==> config.mk <==
export PLATFORM = sky130hd
export DESIGN_NAME = chan_frame_collector
export DESIGN_NICKNAME = d
export VERILOG_FILES = /design/src/rtl/chan_frame_collector_pkg.sv /design/src/rtl/chan_frame_bank.sv /design/src/rtl/chan_frame_collector.sv
export SDC_FILE = /design/constraint.sdc
export NUM_CORES = 1
export LEC_CHECK = 0
export ABC_AREA = 1
export ABC_CLOCK_PERIOD_IN_PS = 2770
export CELL_PAD_IN_SITES_DETAIL_PLACEMENT = 0
export CELL_PAD_IN_SITES_GLOBAL_PLACEMENT = 1
export CORE_UTILIZATION = 46
export DETAILED_ROUTE_END_ITERATION = 8
export MAX_ROUTING_LAYER = met4
export PLACE_DENSITY_LB_ADDON = 0.2
export SETUP_SLACK_MARGIN = 0.15
export SKIP_CTS_REPAIR_TIMING = 1
export SYNTH_ARGS = -nofsm -noshare
export SYNTH_HDL_FRONTEND = slang
export SYNTH_SLANG_ARGS = --single-unit
==> constraint.sdc <==
create_clock -name clk -period 2.77 [get_ports clk]
set_input_delay 0.554 -clock clk [delete_from_list [all_inputs] [get_ports clk]]
set_output_delay 0.554 -clock clk [all_outputs]
set_load 0.005 [all_outputs]
==> src/rtl/chan_frame_collector_pkg.sv <==
// Shared definitions for the channel frame collector.
//   - state_e     : collector FSM states
//   - DATA_W_DEF  : default sample width
//   - FRAME_CNT_W : width of the published-frame counter
package chan_frame_collector_pkg;

  localparam int DATA_W_DEF  = 16;
  localparam int FRAME_CNT_W = 16;

  typedef enum logic [1:0] {
    ST_SYNC    = 2'd0,  // waiting for channel 0 to align on a frame
    ST_COLLECT = 2'd1,  // accepting channels in order
    ST_HOLD    = 2'd2   // frame done, consumer still holds the previous one
  } state_e;

endpackage

==> src/rtl/chan_frame_bank.sv <==
// Double-buffered frame storage: two banks of CHANNELS x DATA_W registers.
// Ports:
//   clk, reset        : clock, async active-low reset (read register only)
//   i_wr_sel          : bank being written; the other bank is the read bank
//   i_wr_en/addr/data : write port into the write bank
//   i_rd_addr         : read address into the read bank
//   o_rd_data         : registered read data, 0 for addresses >= CHANNELS
module chan_frame_bank
  import chan_frame_collector_pkg::*;
#(
  parameter int CHANNELS     = 32,
  parameter int CHANNELS_PW2 = 7,
  parameter int DATA_W       = DATA_W_DEF
) (
  input  logic                    clk,
  input  logic                    reset,
  input  logic                    i_wr_sel,
  input  logic                    i_wr_en,
  input  logic [CHANNELS_PW2-1:0] i_wr_addr,
  input  logic [DATA_W-1:0]       i_wr_data,
  input  logic [CHANNELS_PW2-1:0] i_rd_addr,
  output logic [DATA_W-1:0]       o_rd_data
);

  localparam int IDX_W = (CHANNELS > 1) ? $clog2(CHANNELS) : 1;
  localparam logic [CHANNELS_PW2:0] NUM_CH = (CHANNELS_PW2+1)'(CHANNELS);

  logic [DATA_W-1:0] r_mem [2][CHANNELS];
  logic [DATA_W-1:0] r_rd_data;
  logic              w_rd_sel;
  logic              w_wr_ok;
  logic              w_rd_ok;

  assign w_rd_sel = ~i_wr_sel;
  // Range checks use the full address so a non-power-of-two CHANNELS never
  // aliases onto a real slot.
  assign w_wr_ok  = i_wr_en && ({1'b0, i_wr_addr} < NUM_CH);
  assign w_rd_ok  = {1'b0, i_rd_addr} < NUM_CH;

  // NOTE: storage has no reset; a frame is only published once every slot
  // has been written, so stale contents are never visible as valid data.
  always_ff @(posedge clk) begin
    if (w_wr_ok) begin
      // NOTE: non-blocking assignment for all clocked state.
      r_mem[i_wr_sel][i_wr_addr[IDX_W-1:0]] <= i_wr_data;
    end
  end

  always_ff @(posedge clk or negedge reset) begin
    if (!reset) begin
      r_rd_data <= '0;
    end else if (w_rd_ok) begin
      r_rd_data <= r_mem[w_rd_sel][i_rd_addr[IDX_W-1:0]];
    end else begin
      r_rd_data <= '0;
    end
  end

  assign o_rd_data = r_rd_data;

endmodule

==> src/rtl/chan_frame_collector.sv <==
// Sink of the per-channel sample stream. Collects one sample per channel
// into a double-buffered frame and publishes it through a registered
// random-access read port, backpressuring the stream while the consumer
// still holds the previous frame.
// Ports:
//   clk, reset           : clock, async active-low reset
//   chan_in_sample/num   : incoming sample and its channel index
//   chan_in_valid/read   : stream handshake, transfer = valid & read
//   frame_valid          : read bank holds a complete frame
//   frame_read           : one-cycle pulse, consumer done with the frame
//   rd_addr/rd_data      : read port, 1-cycle latency, 0 when out of range
//   frame_count          : number of frames published (wraps)
//   seq_error            : one-cycle pulse on an out-of-order channel
module chan_frame_collector
  import chan_frame_collector_pkg::*;
#(
  parameter int CHANNELS     = 32,
  parameter int CHANNELS_PW2 = 7,
  parameter int DATA_W       = DATA_W_DEF
) (
  input  logic                    clk,
  input  logic                    reset,
  input  logic [DATA_W-1:0]       chan_in_sample,
  input  logic [CHANNELS_PW2-1:0] chan_in_num,
  input  logic                    chan_in_valid,
  output logic                    chan_in_read,
  output logic                    frame_valid,
  input  logic                    frame_read,
  input  logic [CHANNELS_PW2-1:0] rd_addr,
  output logic [DATA_W-1:0]       rd_data,
  output logic [FRAME_CNT_W-1:0]  frame_count,
  output logic                    seq_error
);

  localparam logic [CHANNELS_PW2-1:0] LAST_CH = CHANNELS_PW2'(CHANNELS - 1);

  state_e                   r_state, w_state_nxt;
  logic                     r_wr_sel, w_wr_sel_nxt;
  logic [CHANNELS_PW2-1:0]  r_expected, w_expected_nxt;
  logic                     r_chan_in_read;
  logic                     r_frame_valid, w_frame_valid_nxt;
  logic [FRAME_CNT_W-1:0]   r_frame_count, w_frame_count_nxt;
  logic                     r_seq_error, w_seq_error_nxt;
  logic                     w_xfer;
  logic                     w_in_seq;
  logic                     w_wr_en;
  logic                     w_complete;
  logic                     w_swap;

  assign w_xfer   = chan_in_valid & r_chan_in_read;
  // In SYNC only channel 0 is in sequence; in COLLECT the expected index is.
  assign w_in_seq = (r_state == ST_SYNC) ? (chan_in_num == '0)
                                         : (chan_in_num == r_expected);

  always_comb begin
    // NOTE: every output of this block gets a default first, so no path
    // leaves a value unassigned and no latch is inferred.
    w_state_nxt       = r_state;
    w_wr_sel_nxt      = r_wr_sel;
    w_expected_nxt    = r_expected;
    w_frame_valid_nxt = r_frame_valid;
    w_frame_count_nxt = r_frame_count;
    w_seq_error_nxt   = 1'b0;
    w_wr_en           = 1'b0;
    w_complete        = 1'b0;
    w_swap            = 1'b0;

    if (w_xfer && r_state != ST_HOLD) begin
      if (w_in_seq || chan_in_num == '0) begin
        // In-order sample, or an out-of-order channel 0 restarting the frame.
        w_wr_en         = 1'b1;
        w_expected_nxt  = chan_in_num + CHANNELS_PW2'(1);
        w_state_nxt     = ST_COLLECT;
        w_seq_error_nxt = !w_in_seq;
        w_complete      = (chan_in_num == LAST_CH);
      end else if (r_state == ST_COLLECT) begin
        w_seq_error_nxt = 1'b1;
        w_state_nxt     = ST_SYNC;
      end
    end

    if (w_complete) begin
      w_expected_nxt = '0;
      if (!r_frame_valid || frame_read) begin
        w_swap = 1'b1;
      end else begin
        w_state_nxt = ST_HOLD;
      end
    end

    if (r_state == ST_HOLD && frame_read) begin
      w_swap         = 1'b1;
      w_state_nxt    = ST_COLLECT;
      w_expected_nxt = '0;
    end

    if (w_swap) begin
      w_wr_sel_nxt      = ~r_wr_sel;
      w_frame_valid_nxt = 1'b1;
      w_frame_count_nxt = r_frame_count + FRAME_CNT_W'(1);
    end else if (frame_read) begin
      w_frame_valid_nxt = 1'b0;
    end
  end

  always_ff @(posedge clk or negedge reset) begin
    if (!reset) begin
      r_state        <= ST_SYNC;
      r_wr_sel       <= 1'b0;
      r_expected     <= '0;
      r_chan_in_read <= 1'b0;
      r_frame_valid  <= 1'b0;
      r_frame_count  <= '0;
      r_seq_error    <= 1'b0;
    end else begin
      r_state        <= w_state_nxt;
      r_wr_sel       <= w_wr_sel_nxt;
      r_expected     <= w_expected_nxt;
      // Registered ready: low for exactly the cycles spent in HOLD.
      r_chan_in_read <= (w_state_nxt != ST_HOLD);
      r_frame_valid  <= w_frame_valid_nxt;
      r_frame_count  <= w_frame_count_nxt;
      r_seq_error    <= w_seq_error_nxt;
    end
  end

  chan_frame_bank #(
    .CHANNELS     (CHANNELS),
    .CHANNELS_PW2 (CHANNELS_PW2),
    .DATA_W       (DATA_W)
  ) u_bank (
    .clk       (clk),
    .reset     (reset),
    .i_wr_sel  (r_wr_sel),
    .i_wr_en   (w_wr_en),
    .i_wr_addr (chan_in_num),
    .i_wr_data (chan_in_sample),
    .i_rd_addr (rd_addr),
    .o_rd_data (rd_data)
  );

  assign chan_in_read = r_chan_in_read;
  assign frame_valid  = r_frame_valid;
  assign frame_count  = r_frame_count;
  assign seq_error    = r_seq_error;

endmodule

==> load_flow_metrics.sql <==
INSERT INTO impl_metrics (metric_group, metric, value, unit) VALUES
('clock_network', 'cts-root-to-sink-buffers', '3', ''),
('setup_path', 'worst_path_max_delay_cell', 'dfrtp_4', ''),
('place', 'gp_congestion', '0.909', ''),
('place', 'buffer_ports.inserted', '68', ''),
('global_routing', 'globalRouteMet3Util', '3.53', '%'),
('timing', 'timing_hold_violations_final', '0', ''),
('timing', 'finalCritPeriodShare', '90.5', '%'),
('global_routing', 'gr-max-usage-layer', 'met1', ''),
('finish', 'syn_to_final_growth', '18.6', '%'),
('setup_path', 'required', '3360', 'ps'),
('detailed_routing', 'wl', '126000', 'um'),
('synthesis', 'ys_types', '31', ''),
('timing', 'post-route-min-period', '2510', 'ps'),
('global_routing', 'grt_use_met2', '39.1', '%'),
('finish', 'share_of_layout_cells_above_drive_strength_1', '12.2', '%'),
('pwr', 'netSwitchingPower', '7.26', 'mW'),
('pwr', 'power.density_cell_area', '640', 'nW/um^2'),
('global_routing', 'vias_in_the_first_global_route', '27200', ''),
('setup_path', 'slowest_delay', '610', 'ps'),
('setup_path', 'worstSetupPathType', 'reg2reg', ''),
('detailed_routing', 'routed-via-count', '29100', ''),
('detailed_routing', 'detail-route-antenna-nets', '0', ''),
('synthesis', 'mappedNetlistArea', '43900', 'sq um'),
('global_routing', 'grt_overflow', '0', ''),
('timing', 'final_max_slew_viol_count', '0', ''),
('clock_network', 'clk_pin_slew', '60', 'ps'),
('timing', 'tightestPinTransition', '734', 'ps'),
('finish', 'fill_cells', '7952', ''),
('worst_hold_path', 'min_path_type', 'in2async', ''),
('floorplan', 'floorplan.die.width', '311', 'um'),
('outcome', 'run_status', 'finished, final reports clean', ''),
('global_routing', 'use_met1', '39.5', '%'),
('synthesis', 'ys_ff_latch', '1069', ''),
('pwr', 'leak', '19.1', 'nW'),
('synthesis', 'syn_inst', '3787', ''),
('floorplan', 'fp.coreArea', '93900', 'sq um'),
('finish', 'antenna-diode-count', '0', ''),
('synthesis', 'synthFlopType', 'edfxtp_1', ''),
('clock_network', 'htree_levels', '3', ''),
('detailed_routing', 'drt_pass1_iterations', '5', ''),
('synthesis', 'synth_nets', '3826', ''),
('synthesis', 'ys.warnings.count', '0', ''),
('pwr', 'power.sequential.fraction', '53.4', '%'),
('floorplan', 'die_footprint', '96600', 'sq um'),
('timing', 'grt_setup_unrepaired', 'no', ''),
('setup_path', 'path_cells', 'clkbuf_4, buf_8, nand2_1, nand3_1, nand3_1, nand2_1, nand2_1, nand3_1, nand3_1, a21oi_1, buf_4', ''),
('setup_path', 'arrival', '3100', 'ps'),
('setup_path', 'crit_path_start_kind', 'flop', ''),
('pwr', 'comb_power_share', '5.3', '%'),
('global_routing', 'first_pass_grt_wire_length', '184000', 'um'),
('pwr', 'clockPowerShare', '41.4', '%'),
('detailed_routing', 'detail_route.wl_per_cell', '23.7', 'um'),
('global_routing', 'pin_count_of_the_biggest_net_entering_global_routing', '108', ''),
('finish', 'nets', '4016', ''),
('setup_path', 'worst_path_most_repeated_cell', 'nand3_1', ''),
('floorplan', 'fp.dieH', '311', 'um'),
('clock_network', 'cts_tree', 'done', ''),
('timing', 'worst_slew_margin_rel', '51.1', '%'),
('pwr', 'switching_share', '21.8', '%'),
('synthesis', 'ys_seq_area_share', '72.6', '%'),
('place', 'detailedPlacementHpwl', '77400', 'um'),
('clock_network', 'clock_sink_count', '1069', ''),
('clock_network', 'numCtsBuffers', '107', ''),
('detailed_routing', 'iteration_0_drc_markers', '3593', ''),
('run', 'max_cap_viol_count', '0', ''),
('detailed_routing', 'route.detailed.drc', '0', ''),
('timing', 'report.final.setup_viol', '0', ''),
('floorplan', 'floorplan.io_pins', '69', ''),
('timing', 'timing.clock.skew', '33.5', 'ps'),
('finish', 'post-route-util', '55.4', '%'),
('clock_network', 'clk-insertion-delay-late', '680', 'ps'),
('pwr', 'internal_portion_of_total_power', '26.0', 'mW'),
('setup_path', 'cp-end-kind', 'flop', ''),
('clock_network', 'cts-root-buf', 'clkbuf_16', ''),
('synthesis', 'average_footprint_of_a_synthesized_cell', '11.6', 'sq um'),
('detailed_routing', 'vias_per_cell', '5.48', ''),
('synthesis', 'async_flop_share', '4.21', '%'),
('global_routing', 'initial_antenna_violation_count', '4', ''),
('floorplan', 'num_rows', '112', ''),
('global_routing', 'overall_track_demand_over_capacity_in_global_routing', '26.7', '%'),
('setup_path', 'crit_fanout', '26', ''),
('timing', 'fmax', '399', 'MHz'),
('synthesis', 'edff_count_synth', '1024', ''),
('pwr', 'vdd_drop_max', '0.521', 'mV'),
('timing', 'fin_tns_setup', '0', 'ps'),
('floorplan', 'starting_density_of_the_core', '46.7', '%');
-- worst max-delay path, delay by kind of cell (launching register included) --
kind	cells	cell delay (ps)
flip-flops	1	610
buffers and inverters	3	660
AO/OA/AOI/OAI	1	190
AND/OR/NAND/NOR	7	950
-- metrics by stage --
step	setup WS [ps]	hold slack [ps]	area, sq um	power (mW)	instances
after floorplan	-263	258	44100	18.8	3787
after global placement	-113	475	48600	19.8	5118
after detailed placement	-186	482	48600	19.8	5118
after CTS	186	-242	51900	33.5	5314
after global routing	154	339	52000	34.2	5318
final	262	316	52000	33.3	5318
-- worst paths after layout --
path                       slack [ps]               from  cells past startpoint                    to
max in group asynchronous        1790              reset                      3   u_bank.o_rd_data[0]
max reg2reg                       260           r_wr_sel                     11   u_bank.o_rd_data[7]
min reg2reg                       550    frame_count[15]                      2       frame_count[15]
min                               320              reset                      2       frame_count[10]
min in group clk                  350  chan_in_sample[1]                      1  u_bank.r_mem[0][337]
max                               260           r_wr_sel                     11   u_bank.o_rd_data[7]
-- cells by family after synthesis --
| group | count (synthesis) | synth area share [%] |
|---|---|---|
| AO/OA/AOI/OAI | 42 | 0.496 |
| XOR/XNOR | 18 | 0.359 |
| adder cells (fa/ha/maj) | 5 | 0.143 |
| buffers and inverters | 292 | 2.97 |
| flip-flops | 1069 | 72.6 |
| AND/OR/NAND/NOR | 2361 | 23.4 |
-- Yosys cell counts, types with 7 or more instances --
cell type,instances,area share (%)
nand2_1,1366,12
edfxtp_1,1024,70
nand3_1,882,10
buf_2,116,1.3
clkbuf_1,73,0.62
inv_1,48,0.41
dfrtp_1,45,2.6
buf_1,38,0.33
nor2_1,37,0.32
nor3_2,30,0.68
nor3_1,28,0.32
o21ai_0,22,0.25
a21oi_1,17,0.19
xor2_1,17,0.34
buf_4,9,0.15
nand4_1,7,0.10
-- power by group through the flow --
stage / registers (mW) / clock network [mW] / logic, mW
after floorplan: 18.1 / 0 / 0.660
after global placement: 18.1 / 0 / 1.73
after detailed placement: 18.1 / 0 / 1.73
after CTS: 17.8 / 14.0 / 1.74
after global routing: 17.8 / 14.6 / 1.85
final: 17.8 / 13.8 / 1.75
-- state kept, by name, indices dropped and copies added (netlist names) --
name,count
frame_count,16
r_state,2
u_bank.r_mem,1024
r_expected,7
chan_in_read,1
frame_valid,1
r_wr_sel,1
seq_error,1
u_bank.o_rd_data,16
-- per-layer routing --
layer	up-vias	part of all wire [%]
met5	-	0
met4	0	2.3
met3	161	7.4
met2	1139	45
met1	14200	45
li1	13700	-
-- area by class of cell --
type / instances / area, sq um / area share (%)
flip-flops and latches: 1069 / 31900 / 61.3
multi-input cells: 2426 / 11000 / 21.1
repair buffers: 321 / 4050 / 7.78
clock buffers: 125 / 2790 / 5.36
well taps: 1254 / 1570 / 3.01
clock inverters: 71 / 519 / 0.998
inverters: 52 / 231 / 0.445
-- placed cells by master, fill, tap and decap left out, drive strengths merged --
master,count
clkinvlp,4
nor4,1
nor3,58
nand3b,1
bufinv,7
dlygate4sd3,1
and2,1
o22ai,1
a2111oi,1
xnor2,1
or2,1
a21oi,17
nand3,882
o21ai,22
clkinv,58
clkdlybuf4s50,48
nand4,7
buf,269
nand2,1371
nor2,39
edfxtp,1024
ha,5
o31ai,1
xor2,17
dfrtp,45
inv,54
clkbuf,128
No activity file was read; power rests on OpenSTA's default activity.
